**config.mk**
```make
export PLATFORM = sky130hd
export DESIGN_NAME = ifetch_stage
export DESIGN_NICKNAME = d
export VERILOG_FILES = /design/src/rtl/rv64_pkg.sv /design/src/rtl/sync_fifo.sv /design/src/rtl/ifetch_stage.sv
export SDC_FILE = /design/constraint.sdc
export NUM_CORES = 1
export LEC_CHECK = 0
export BUFFER_PORTS_ARGS = -buffer_cell sky130_fd_sc_hd__buf_2
export CAP_MARGIN = 25
export CORE_ASPECT_RATIO = 1.1
export CORE_MARGIN = 2
export CORE_UTILIZATION = 57
export DETAILED_ROUTE_END_ITERATION = 8
export HOLD_SLACK_MARGIN = 0.08
export PLACE_DENSITY = 0.79
export SETUP_SLACK_MARGIN = 0.15
export SLEW_MARGIN = 20
export SYNTH_ARGS = -nofsm -noshare
export SYNTH_HDL_FRONTEND = slang
export SYNTH_SLANG_ARGS = --single-unit
```
**constraint.sdc**
```tcl
create_clock -name clk -period 11 [get_ports clk]
set_input_delay 0.55 -clock clk [delete_from_list [all_inputs] [get_ports clk]]
set_output_delay 0.55 -clock clk [all_outputs]
set_load 0.02 [all_outputs]
```
**src/rtl/rv64_pkg.sv**
```systemverilog
// Shared rv64 fetch-path widths and the entry handed from fetch to decode.
package rv64_pkg;
    localparam int XLEN = 64;
    localparam int ILEN = 32;

    typedef struct packed {
        logic [XLEN-1:0] pc;
        logic [ILEN-1:0] instr;
        logic            fault;
    } fetch_entry_t;
endpackage

```
**src/rtl/sync_fifo.sv**
```systemverilog
// Circular-buffer FIFO with synchronous clear; head visible combinationally, one-cycle write-to-read.
// A push into a full FIFO is dropped unless a pop frees the slot in the same cycle.
module sync_fifo #(
    parameter int WIDTH = 8,
    parameter int DEPTH = 4
) (
    input  logic                       clk,
    input  logic                       rst,
    input  logic                       push,
    input  logic [WIDTH-1:0]           push_data,
    input  logic                       pop,
    input  logic                       clear,
    output logic [WIDTH-1:0]           head,
    output logic                       full,
    output logic                       empty,
    output logic [$clog2(DEPTH+1)-1:0] count
);
    localparam int CW = $clog2(DEPTH + 1);
    localparam int PW = (DEPTH > 1) ? $clog2(DEPTH) : 1;

    logic [WIDTH-1:0] mem [DEPTH];
    logic [PW-1:0]    rd_ptr, wr_ptr;
    logic             do_push, do_pop;

    function automatic logic [PW-1:0] bump(input logic [PW-1:0] p);
        return (p == PW'(DEPTH - 1)) ? '0 : p + 1'b1;
    endfunction

    assign empty   = (count == '0);
    assign full    = (count == CW'(DEPTH));
    assign do_pop  = pop & ~empty;
    assign do_push = push & (~full | do_pop);
    assign head    = mem[rd_ptr];

    always_ff @(posedge clk or posedge rst) begin
        if (rst) begin
            rd_ptr <= '0;
            wr_ptr <= '0;
            count  <= '0;
        end else if (clear) begin
            rd_ptr <= '0;
            wr_ptr <= '0;
            count  <= '0;
        end else begin
            if (do_push) wr_ptr <= bump(wr_ptr);
            if (do_pop)  rd_ptr <= bump(rd_ptr);
            count <= count + CW'(do_push) - CW'(do_pop);
        end
    end

    // Storage needs no reset: nothing is read past the valid count.
    always_ff @(posedge clk) begin
        if (do_push && !clear) mem[wr_ptr] <= push_data;
    end
endmodule

```
**src/rtl/ifetch_stage.sv**
```systemverilog
// Instruction fetch: PC handshake to imem, in-order response buffering, flush by dropping late responses.
// Request at t, response at t+k gives fetch_o_valid at t+k+1; PC intake stalls once DEPTH credits are in use.
module ifetch_stage #(
    parameter int XLEN  = rv64_pkg::XLEN,
    parameter int ILEN  = rv64_pkg::ILEN,
    parameter int DEPTH = 3
) (
    input  logic            clk,
    input  logic            rst,
    input  logic            pc_i_valid,
    input  logic [XLEN-1:0] pc_i_pc,
    output logic            fetch_o_allow_in,
    output logic            imem_o_req_valid,
    output logic [XLEN-1:0] imem_o_req_addr,
    input  logic            imem_i_req_ready,
    input  logic            imem_i_resp_valid,
    input  logic [ILEN-1:0] imem_i_resp_data,
    input  logic            imem_i_resp_err,
    input  logic            execute_i_need_jump,
    input  logic            regD_i_allow_in,
    output logic            fetch_o_valid,
    output logic [XLEN-1:0] fetch_o_pc,
    output logic [ILEN-1:0] fetch_o_instr,
    output logic            fetch_o_fault
);
    import rv64_pkg::*;

    localparam int CW = $clog2(DEPTH + 1);
    localparam int EW = $bits(fetch_entry_t);

    logic [CW-1:0]   pcq_count, rq_count, drop_cnt;
    logic            pcq_full, pcq_empty, rq_full, rq_empty;
    logic [XLEN-1:0] pcq_head;
    fetch_entry_t    rq_in, rq_head;
    logic            flush, credit_ok, req_fire, resp_keep, rq_pop;

    assign flush = execute_i_need_jump;

    // In-flight count includes responses already marked for dropping, so the PC FIFO can never overflow.
    assign credit_ok        = ((CW+1)'(pcq_count) + (CW+1)'(rq_count)) < (CW+1)'(DEPTH);
    assign imem_o_req_valid = pc_i_valid & credit_ok & ~flush & ~rst;
    assign fetch_o_allow_in = imem_i_req_ready & credit_ok & ~flush & ~rst;
    assign imem_o_req_addr  = pc_i_pc;
    assign req_fire         = imem_o_req_valid & imem_i_req_ready;

    assign resp_keep = imem_i_resp_valid & ~flush & (drop_cnt == '0);
    assign rq_pop    = fetch_o_valid & regD_i_allow_in;
    assign rq_in     = '{pc: pcq_head, instr: imem_i_resp_data, fault: imem_i_resp_err};

    sync_fifo #(.WIDTH(XLEN), .DEPTH(DEPTH)) pc_fifo (
        .clk       (clk),
        .rst       (rst),
        .push      (req_fire),
        .push_data (pc_i_pc),
        .pop       (imem_i_resp_valid),
        .clear     (1'b0),
        .head      (pcq_head),
        .full      (pcq_full),
        .empty     (pcq_empty),
        .count     (pcq_count)
    );

    sync_fifo #(.WIDTH(EW), .DEPTH(DEPTH)) resp_fifo (
        .clk       (clk),
        .rst       (rst),
        .push      (resp_keep),
        .push_data (rq_in),
        .pop       (rq_pop),
        .clear     (flush),
        .head      (rq_head),
        .full      (rq_full),
        .empty     (rq_empty),
        .count     (rq_count)
    );

    // On flush every request still in flight after this cycle's response becomes a drop.
    always_ff @(posedge clk or posedge rst) begin
        if (rst) begin
            drop_cnt <= '0;
        end else if (flush) begin
            drop_cnt <= pcq_count - CW'(imem_i_resp_valid);
        end else if (imem_i_resp_valid && drop_cnt != '0) begin
            drop_cnt <= drop_cnt - 1'b1;
        end
    end

    assign fetch_o_valid = ~rq_empty;
    assign fetch_o_pc    = fetch_o_valid ? rq_head.pc    : '0;
    assign fetch_o_instr = fetch_o_valid ? rq_head.instr : '0;
    assign fetch_o_fault = fetch_o_valid & rq_head.fault;

    resp_underflow: assert property (@(posedge clk) disable iff (rst) imem_i_resp_valid |-> !pcq_empty);
    pcq_no_overflow: assert property (@(posedge clk) disable iff (rst) req_fire |-> !pcq_full || imem_i_resp_valid);
    rq_no_overflow: assert property (@(posedge clk) disable iff (rst) resp_keep |-> !rq_full || rq_pop);
endmodule

```
# ---- After elaboration in Yosys (flattened, before gate mapping)
# Memory sizes are Yosys's and may differ from the RTL's.
# Cells that the tools add are included.
dict set report op_classes {
  n_addsub 11
  magnitude_cmp 1
  eq_ne 6
  n_reduce_logical 10
  n_bitwise 23
  muxes 17
}
# op n
set ops {}
lappend ops {{$mux W64} 1}
lappend ops {{$mux W32} 1}
lappend ops {{$mux W2} 11}
lappend ops {{$and A1 B1 Y1} 15}
lappend ops {{$eq A2 B2 Y1 const B} 6}
lappend ops {{$add A2 B1 Y2 const B} 4}
lappend ops {{$reduce_bool A2 Y1} 4}
lappend ops {{$logic_not A2 Y1} 3}
lappend ops {{$not A1 Y1} 6}
lappend ops {{$sub A2 B1 Y2} 3}
lappend ops {{$add A2 B1 Y2} 2}
lappend ops {{$mux W1} 4}
lappend ops {{$add A2 B2 Y3} 1}
lappend ops {{$lt A3 B2 Y1 const B} 1}
lappend ops {{$logic_and A1 B1 Y1} 2}
lappend ops {{$or A1 B1 Y1} 2}
lappend ops {{$sub A2 B1 Y2 const B} 1}
lappend ops {{$logic_not A1 Y1} 1}
dict set report word_totals {
  out_inout_bits 164
  ramBits 483
  reg_bits 14
  elab_cells 77
  n_memories 2
}
# name words word_bits rd rd_ports_with_merged_regs wr line_no
set mem_list {}
lappend mem_list {resp_fifo.mem 3 97 1 0 1 sync_fifo.sv:21} ;# logic [WIDTH-1:0] mem [DEPTH];
lappend mem_list {pc_fifo.mem 3 64 1 0 1 sync_fifo.sv:21}

# ---- Logic depth before layout (Yosys ltp)
# Gate-level depths: netlist of run 1.
dict set report depth {
  word_depth 9
  mapped_depth 8
}

# ---- By module
# A second synthesis of run 1 with hierarchy kept.
dict set report unflattened {
  cells_unflattened 1298
  area_unflattened_um2 20000.4
}
# mod seq_area_each_um2 instances cells_per_inst area_each_um2
set modules_own_cells {}
lappend modules_own_cells {{sync_fifo (resp_fifo)} 8888.5 1 655 11106.9}
lappend modules_own_cells {{sync_fifo (pc_fifo)} 5915.7 1 443 7438.4}
lappend modules_own_cells {ifetch_stage 50.0 1 200 1455.1}

# ---- Worst setup path before layout of run 1
# No wires, ideal clock.
dict set report synth_timing {
  kind {input to register}
  from {in execute_i_need_jump}
  to {mem resp_fifo.mem[0][0] (netlist name) (enable)}
  arrival_time_ns 7.554
  required_time_ns 10.328
  setup_time_ns 0.672
  path_stages 3
  slack_ns 2.773
  path_buffers 1
  path_cell_list {buf_6 > nand4b_1 > nor3_1}
}
dict set report synth_via {
  elab_chain_len 7
}
# item line_no
set synth_rtl {}
lappend synth_rtl {{start: declaration} ifetch_stage.sv:19} ;# input logic execute_i_need_jump,
lappend synth_rtl {{$not A1 Y1} ifetch_stage.sv:46} ;# assign resp_keep = imem_i_resp_valid & ~flush & (drop_cnt == '0);
lappend synth_rtl {{$and A1 B1 Y1 (2 in series)} ifetch_stage.sv:46}
lappend synth_rtl {{$and A1 B1 Y1} sync_fifo.sv:32} ;# assign do_push = push & (~full | do_pop);
lappend synth_rtl {{$logic_and A1 B1 Y1 *} sync_fifo.sv:53} ;# if (do_push && !clear) mem[wr_ptr] <= push_data;
lappend synth_rtl {{$mux W1 *} sync_fifo.sv:53}
lappend synth_rtl {{$mux W1 (not written as such) *} sync_fifo.sv:53}
lappend synth_rtl {{end: declaration} sync_fifo.sv:21}
# Every way passes the cells marked *; elsewhere a longest branch is shown, timed or not.

# ---- Worst setup path after layout of run 1
dict set report layout_timing {
  from {reg resp_fifo.rd_ptr[1]}
  to {out fetch_o_pc[34]}
}
dict set report layout_via {
  elab_chain_len 2
}
# item line_no
set layout_rtl {}
lappend layout_rtl {{start: declaration} sync_fifo.sv:22} ;# logic [PW-1:0] rd_ptr, wr_ptr;
lappend layout_rtl {{start signal: assignment} sync_fifo.sv:46} ;# if (do_pop) rd_ptr <= bump(rd_ptr);
lappend layout_rtl {{$mem_v2 Z3 W97} --}
lappend layout_rtl {{$mux W64} ifetch_stage.sv:88} ;# assign fetch_o_pc = fetch_o_valid ? rq_head.pc : '0;
lappend layout_rtl {{end: declaration} ifetch_stage.sv:22} ;# output logic [XLEN-1:0] fetch_o_pc,
# No other way between the ends.

==> impl_metrics.toml, run 1 <==
[drt]
dr.pass1.iters = 4
ant_nets = 0
wl_met2_mm = 18.30
wl_met1_mm = 15.47
dr.max_layer_used = "met4"
drtIter0Drc = 698
vias = 10190
drc_errors = 0
wl_per_cell_microns = 19.72
wl_met3_mm = 1.914
wl_mm = 36.56
viasPerCell = 5.494

[floorplanning]
coreArea_sq_um = 34200
pin_count = 268
rows = 71
die-area_sq_um = 36180
die_w_microns = 181.5
initial_core_util_pct = 57.78
dieHeight_microns = 199.3

[worst_setup_path]
critPathCaptureType = "output port"
arrival_ns = 3.19
worstPathMaxFanout = 53
required_ns = 10.45
reg2reg_to = "pc_fifo.mem[2][32]"
path_class = "flop to output port"
r2r_slack_ns = 7.78
worstRegToRegCells = 6
start_kind = "flop"
r2r_start = "resp_fifo.count[0]"

[clock_network]
cts_hold_buf = 0
cts_root_buffer = "clkbuf_16"
clk_path_buf_depth = 3
htree_levels = 2
post-cts-setup-buffers = 0
cts_buffers = 48
clk_latency_ns = 0.53
clkTransAtPathRegs_ns = 0.06
cts_tree = "done"
cts_sinks = 497
cts_resized = 0

[sta]
worst_pin_slew_ns = 0.9914
timing.slew.headroom_pct = 33.91
fin_skew_ns = 0.01232
setup_slack_ns = 7.257
finalHoldViolations = 0
maxSlewViolCount = 0
period_minus_slack_ns = 3.743
setup_viol = 0
rsz0062_at_grt = "false"
fmax_mhz = 267.1
finalCritPeriodShare_pct = 34.03
setup-tns-final_ns = 0

[final_layout]
final_area_sq_um = 22650
final_nets = 1496
area_growth_pct = 14.63
num-fill-cells = 2284
drive_above_1_share_pct = 32.70
diodes = 0
fin_cells = 1854

[worst_hold_path]
hold_class = "input port to asynchronous set/reset pin"

[placed_design]
dp_hpwl_mm = 21.18
dp_slack_ns = 7.735
place.gp.congestion = 0.7274
io_buffers = 267
dp.cells = 1769
place_area_sq_um = 21110

[synth]
synthTopCellsByCount = "483 x edfxtp_1, 163 x mux2i_1, 102 x nor2_1"
avgSynthCellArea_sq_um = 16.91
synth_flop_cell = "edfxtp_1"
syn_inst = 1169
async_flop_share_pct = 2.817
yosys_register_bits = 497
synth_edf_count = 483
synth.distinct_cells = 31
netlist_area_sq_um = 19760
synth_top_area_share_pct = 73.39
synth.area.top_cells = "edfxtp_1 73%, mux2i_1 8.3%, mux2_2 5.6%"
synth_seq_area_share_pct = 75.16
syn_nets = 1281
post-synth-top-count-cell = "edfxtp_1"
yosysTopAreaCell = "edfxtp_1"
yosys_warnings = 0

[grt]
grt_max_degree = 71
grt_use_total_pct = 20.14
grt_pass1_wl_mm = 55.84
antenna_found_initial = 0
grt_pass1_vias = 10290
grt_overflow = 0

[pwr]
leakagePower_nw = 7.997
vdd_drop_max_mv = 0.1552
power_density_nw_per_um2 = 233.4

[run]
cap_violations = 0

[run_status]
status = "completed"
## metal layers
layer  vias up  GRT usage, %
met3        57         3.171
met4         0         6.263
li1       4727             -
met2       312         35.50
met5         -             0
met1      5089         25.96
## area by class of cell
type / instances / area (sq um) / share of cell area [%]
clock buffers: 59 / 1264 / 5.578
flip-flops and latches: 497 / 14870 / 65.64
well taps: 438 / 548.0 / 2.419
clock inverters: 23 / 202.7 / 0.8947
inverters: 13 / 48.80 / 0.2154
multi-input cells: 540 / 4158 / 18.35
repair buffers: 284 / 1564 / 6.904
## report_power, final
part	internal (mW)	total (mW)	leakage, nW	switching (mW)
logic	0.474	1.32	2.75	0.844
clock network	0.902	1.54	0.715	0.637
registers	2.31	2.43	4.53	0.124
total	3.68	5.29	8.00	1.60
## placed cells by master (no fill, tap or decap), types with 3 or more instances in the layout
| cell type | netlist | routed |
|---|---|---|
| edfxtp_1 | 483 | 483 |
| buf_2 | 29 | 267 |
| mux2i_1 | 163 | 163 |
| nor2_1 | 102 | 100 |
| mux2_2 | 99 | 99 |
| nand2_1 | 68 | 68 |
| o21ai_0 | 67 | 67 |
| clkbuf_16 | 0 | 49 |
| inv_1 | 13 | 13 |
| clkinv_1 | 0 | 12 |
| buf_4 | 66 | 12 |
| clkbuf_1 | 23 | 10 |
| dfrtp_1 | 14 | 10 |
| ha_1 | 7 | 7 |
| clkinv_2 | 0 | 6 |
| buf_16 | 0 | 5 |
| bufinv_16 | 0 | 4 |
| dfrtp_4 | 0 | 4 |
| xnor2_1 | 3 | 3 |
| nor3_2 | 0 | 3 |
## flip-flops by register name, summed over array words and instances (netlist names)
signal,cells
drop_cnt,2
pc_fifo.count,2
pc_fifo.mem,192
pc_fifo.rd_ptr,2
pc_fifo.wr_ptr,2
resp_fifo.count,2
resp_fifo.mem,291
resp_fifo.rd_ptr,2
resp_fifo.wr_ptr,2
## critical path: stages, from the launching register on
cell and delay (ns):
dfrtp_4 1.08, buf_4 0.88, mux2i_1 0.39, nor2_1 0.06
buf_2 0.19
## worst max-delay path by stage
stage / start / to / slack, ns
2_1_floorplan: execute_i_need_jump / resp_fifo.mem[0][0] / 2.77
3_3_place_gp: execute_i_need_jump / resp_fifo.mem[1][7] / 7.61
3_5_place_dp: execute_i_need_jump / resp_fifo.mem[1][26] / 7.73
4_1_cts: resp_fifo.rd_ptr[1] / fetch_o_pc[28] / 7.19
5_1_grt: resp_fifo.rd_ptr[1] / fetch_o_pc[28] / 7.09
6_report: resp_fifo.rd_ptr[1] / fetch_o_pc[34] / 7.26
## logic make-up after synthesis
| group | after synthesis | share of synthesized area, % |
|---|---|---|
| AOI/OAI and AO/OA | 74 | 2.153 |
| adders and majority gates | 8 | 0.5445 |
| buffers and inverters | 132 | 3.982 |
| xor gates and xnor gates | 5 | 0.2216 |
| and+or+nand+nor | 189 | 3.887 |
| DFF | 497 | 75.16 |
| muxes | 264 | 14.05 |
## per-stage QoR
stage	total power [mW]	util, %	hold WS, ns
6_report	5.287	66.24	0.1082
5_1_grt	5.528	66.24	0.1535
4_1_cts	5.329	66.00	0.1028
3_5_place_dp	3.790	61.71	0.5694
3_3_place_gp	3.744	61.55	0.5644
2_1_floorplan	3.377	-	0.4392
(Power assumes the default switching activity.)
==> inputs of run 2 (changes only) <==
Clock period 11 ns to 3.6 ns, I/O delays scaled along.
==> run 2 against run 1 <==
  * Setup slack worse by 6.7 ns
  * Via count increased by 4.8%
  * Sequential power grew to 3.1 times the previous value
  * Sequential share of layout area shrank 3.2 points
  * Hold slack improved by 0.027 ns
  * Largest power group unchanged
==> impl_metrics.toml, run 2 (synthesis results as in run 1) <==
[clock_network]
cts_sinks = 497
htree_levels = 2
cts_root_buffer = "clkbuf_16"
clkTransAtPathRegs_ns = 0.06
clk_path_buf_depth = 3
cts_buffers = 48
clk_latency_ns = 0.55
post-cts-setup-buffers = 0
cts_resized = 0
cts_tree = "done"
cts_hold_buf = 103

[worst_setup_path]
worstRegToRegCells = 6
worstPathMaxFanout = 61
crit_path_max_incr_delay_ns = 1.07
reg2reg_to = "pc_fifo.mem[1][30]"
arrival_ns = 2.84
critPathCaptureType = "output port"
worstPathCellList = "buf_12 > mux2_2 > mux2i_1 > nor2_1 > buf_2"
r2r_slack_ns = 0.62
required_ns = 3.42
r2r_start = "resp_fifo.count[0]"
start_kind = "flop"
path_class = "flop to output port"
crit_slowest_cell = "dfrtp_4"

[sta]
finalHoldViolations = 0
timing.slew.headroom_pct = 33.23
period_minus_slack_ns = 3.015
maxSlewViolCount = 0
fmax_mhz = 331.7
worst_pin_slew_ns = 1.002
setup_slack_ns = 0.5849
setup_viol = 0
fin_skew_ns = 0.01166
finalCritPeriodShare_pct = 83.75
rsz0062_at_grt = "false"

[run_status]
status = "completed"

[floorplanning]
rows = 71
initial_core_util_pct = 57.78
coreArea_sq_um = 34200
dieHeight_microns = 199.3
pin_count = 268
die-area_sq_um = 36180
die_w_microns = 181.5

[drt]
dr.pass1.iters = 5
drc_errors = 0
wl_per_cell_microns = 19.83
ant_nets = 0
viasPerCell = 5.434
drtIter0Drc = 530
vias = 10670
wl_mm = 38.94

[pwr]
vdd_drop_max_mv = 0.4937
power_density_nw_per_um2 = 694.5
leakagePower_nw = 8.473

[placed_design]
dp.cells = 1772
dp_hpwl_mm = 21.23
place_area_sq_um = 21230
io_buffers = 267
place.gp.congestion = 0.7727
dp_slack_ns = 0.6347

[final_layout]
fin_cells = 1964
final_util_pct = 69.66
final_area_sq_um = 23820
final_cell_mix = "483 x edfxtp_1, 267 x buf_2, 163 x mux2i_1"
final_nets = 1600
num-fill-cells = 2194
diodes = 0
top_register = "resp_fifo.mem"
reg_top3 = "resp_fifo.mem (291), pc_fifo.mem (192)"
area_growth_pct = 20.55
final_common_cell = "edfxtp_1"
largest_reg_flops = 291
drive_above_1_share_pct = 30.80

[grt]
grt_overflow = 0
grt_pass1_vias = 10850
grt_max_degree = 98
grt_pass1_wl_mm = 58.50
antenna_found_initial = 0
grt_use_total_pct = 21.20

[worst_hold_path]
min_path_cells = 3
hold_start = "pc_i_valid"
holdPathEnd = "pc_fifo.wr_ptr[0]"
hold_class = "input port to flop"

[run]
cap_violations = 0
[run 2: cell types whose count changed in the layout (fill, tap and decap cells not counted), moves of 4 or more]
| cell | previous run | this run |
|---|---|---|
| dlygate4sd3_1 | 0 | 103 |
| buf_12 | 0 | 10 |
| buf_16 | 5 | 0 |
| buf_4 | 12 | 8 |
[run 2: cell type report]
type	instances	area, sq um	area share, %
clock inverter	26	270.3	1.134
timing repair buffer	388	2628	11.03
tap	438	548.0	2.300
inverter	13	48.80	0.2048
clock buffer	62	1275	5.352
multi-input combinational	540	4185	17.57
sequential	497	14870	62.41
[run 2: critical path, delay by kind of cell (launching register included)]
kind,cells,cell delay (ns)
simple gates,1,0.08
buf+inv,2,0.54
mux,2,0.58
flops,1,1.07
[run 2: how the worst max path moves through the flow]
stage,start,to,slack [ns],cells past startpoint
floorplan,resp_fifo.count[0],pc_fifo.mem[2][0],-0.21,5
global placement,resp_fifo.count[0],pc_fifo.mem[1][28],0.65,6
detailed placement,resp_fifo.count[0],pc_fifo.mem[1][22],0.63,6
CTS,resp_fifo.count[0],pc_fifo.mem[1][6],0.57,6
global route,resp_fifo.rd_ptr[0],fetch_o_pc[15],0.44,5
finish,resp_fifo.rd_ptr[0],fetch_o_pc[15],0.58,5
[run 2: report_power, final]
| part | internal, mW | switching, mW |
|---|---|---|
| Combinational | 1.56 | 2.55 |
| Clock | 2.92 | 2.00 |
| Sequential | 7.05 | 0.464 |
| Total | 11.5 | 5.02 |
[run 2: metrics by stage]
step	total power, mW	hold WS, ns	setup TNS (ns)
final	16.55	0.1356	0
after detailed placement	11.62	0.2926	0
after CTS	16.63	0.1127	0
after floorplan	10.31	0.06922	-57.29
after global routing	17.26	0.1182	0
after global placement	11.47	0.2787	0
[run 2: per-layer routing]
layer | track usage, % | wire length (microns) | vias up | share of wire, %
li1 | - | - | 4949 | -
met1 | 25.51 | 15830 | 5328 | 41
met2 | 38.50 | 20150 | 316 | 52
met3 | 3.025 | 1622 | 79 | 4.2
met4 | 9.064 | 1343 | 0 | 3.4
met5 | 0 | 0 | - | 0
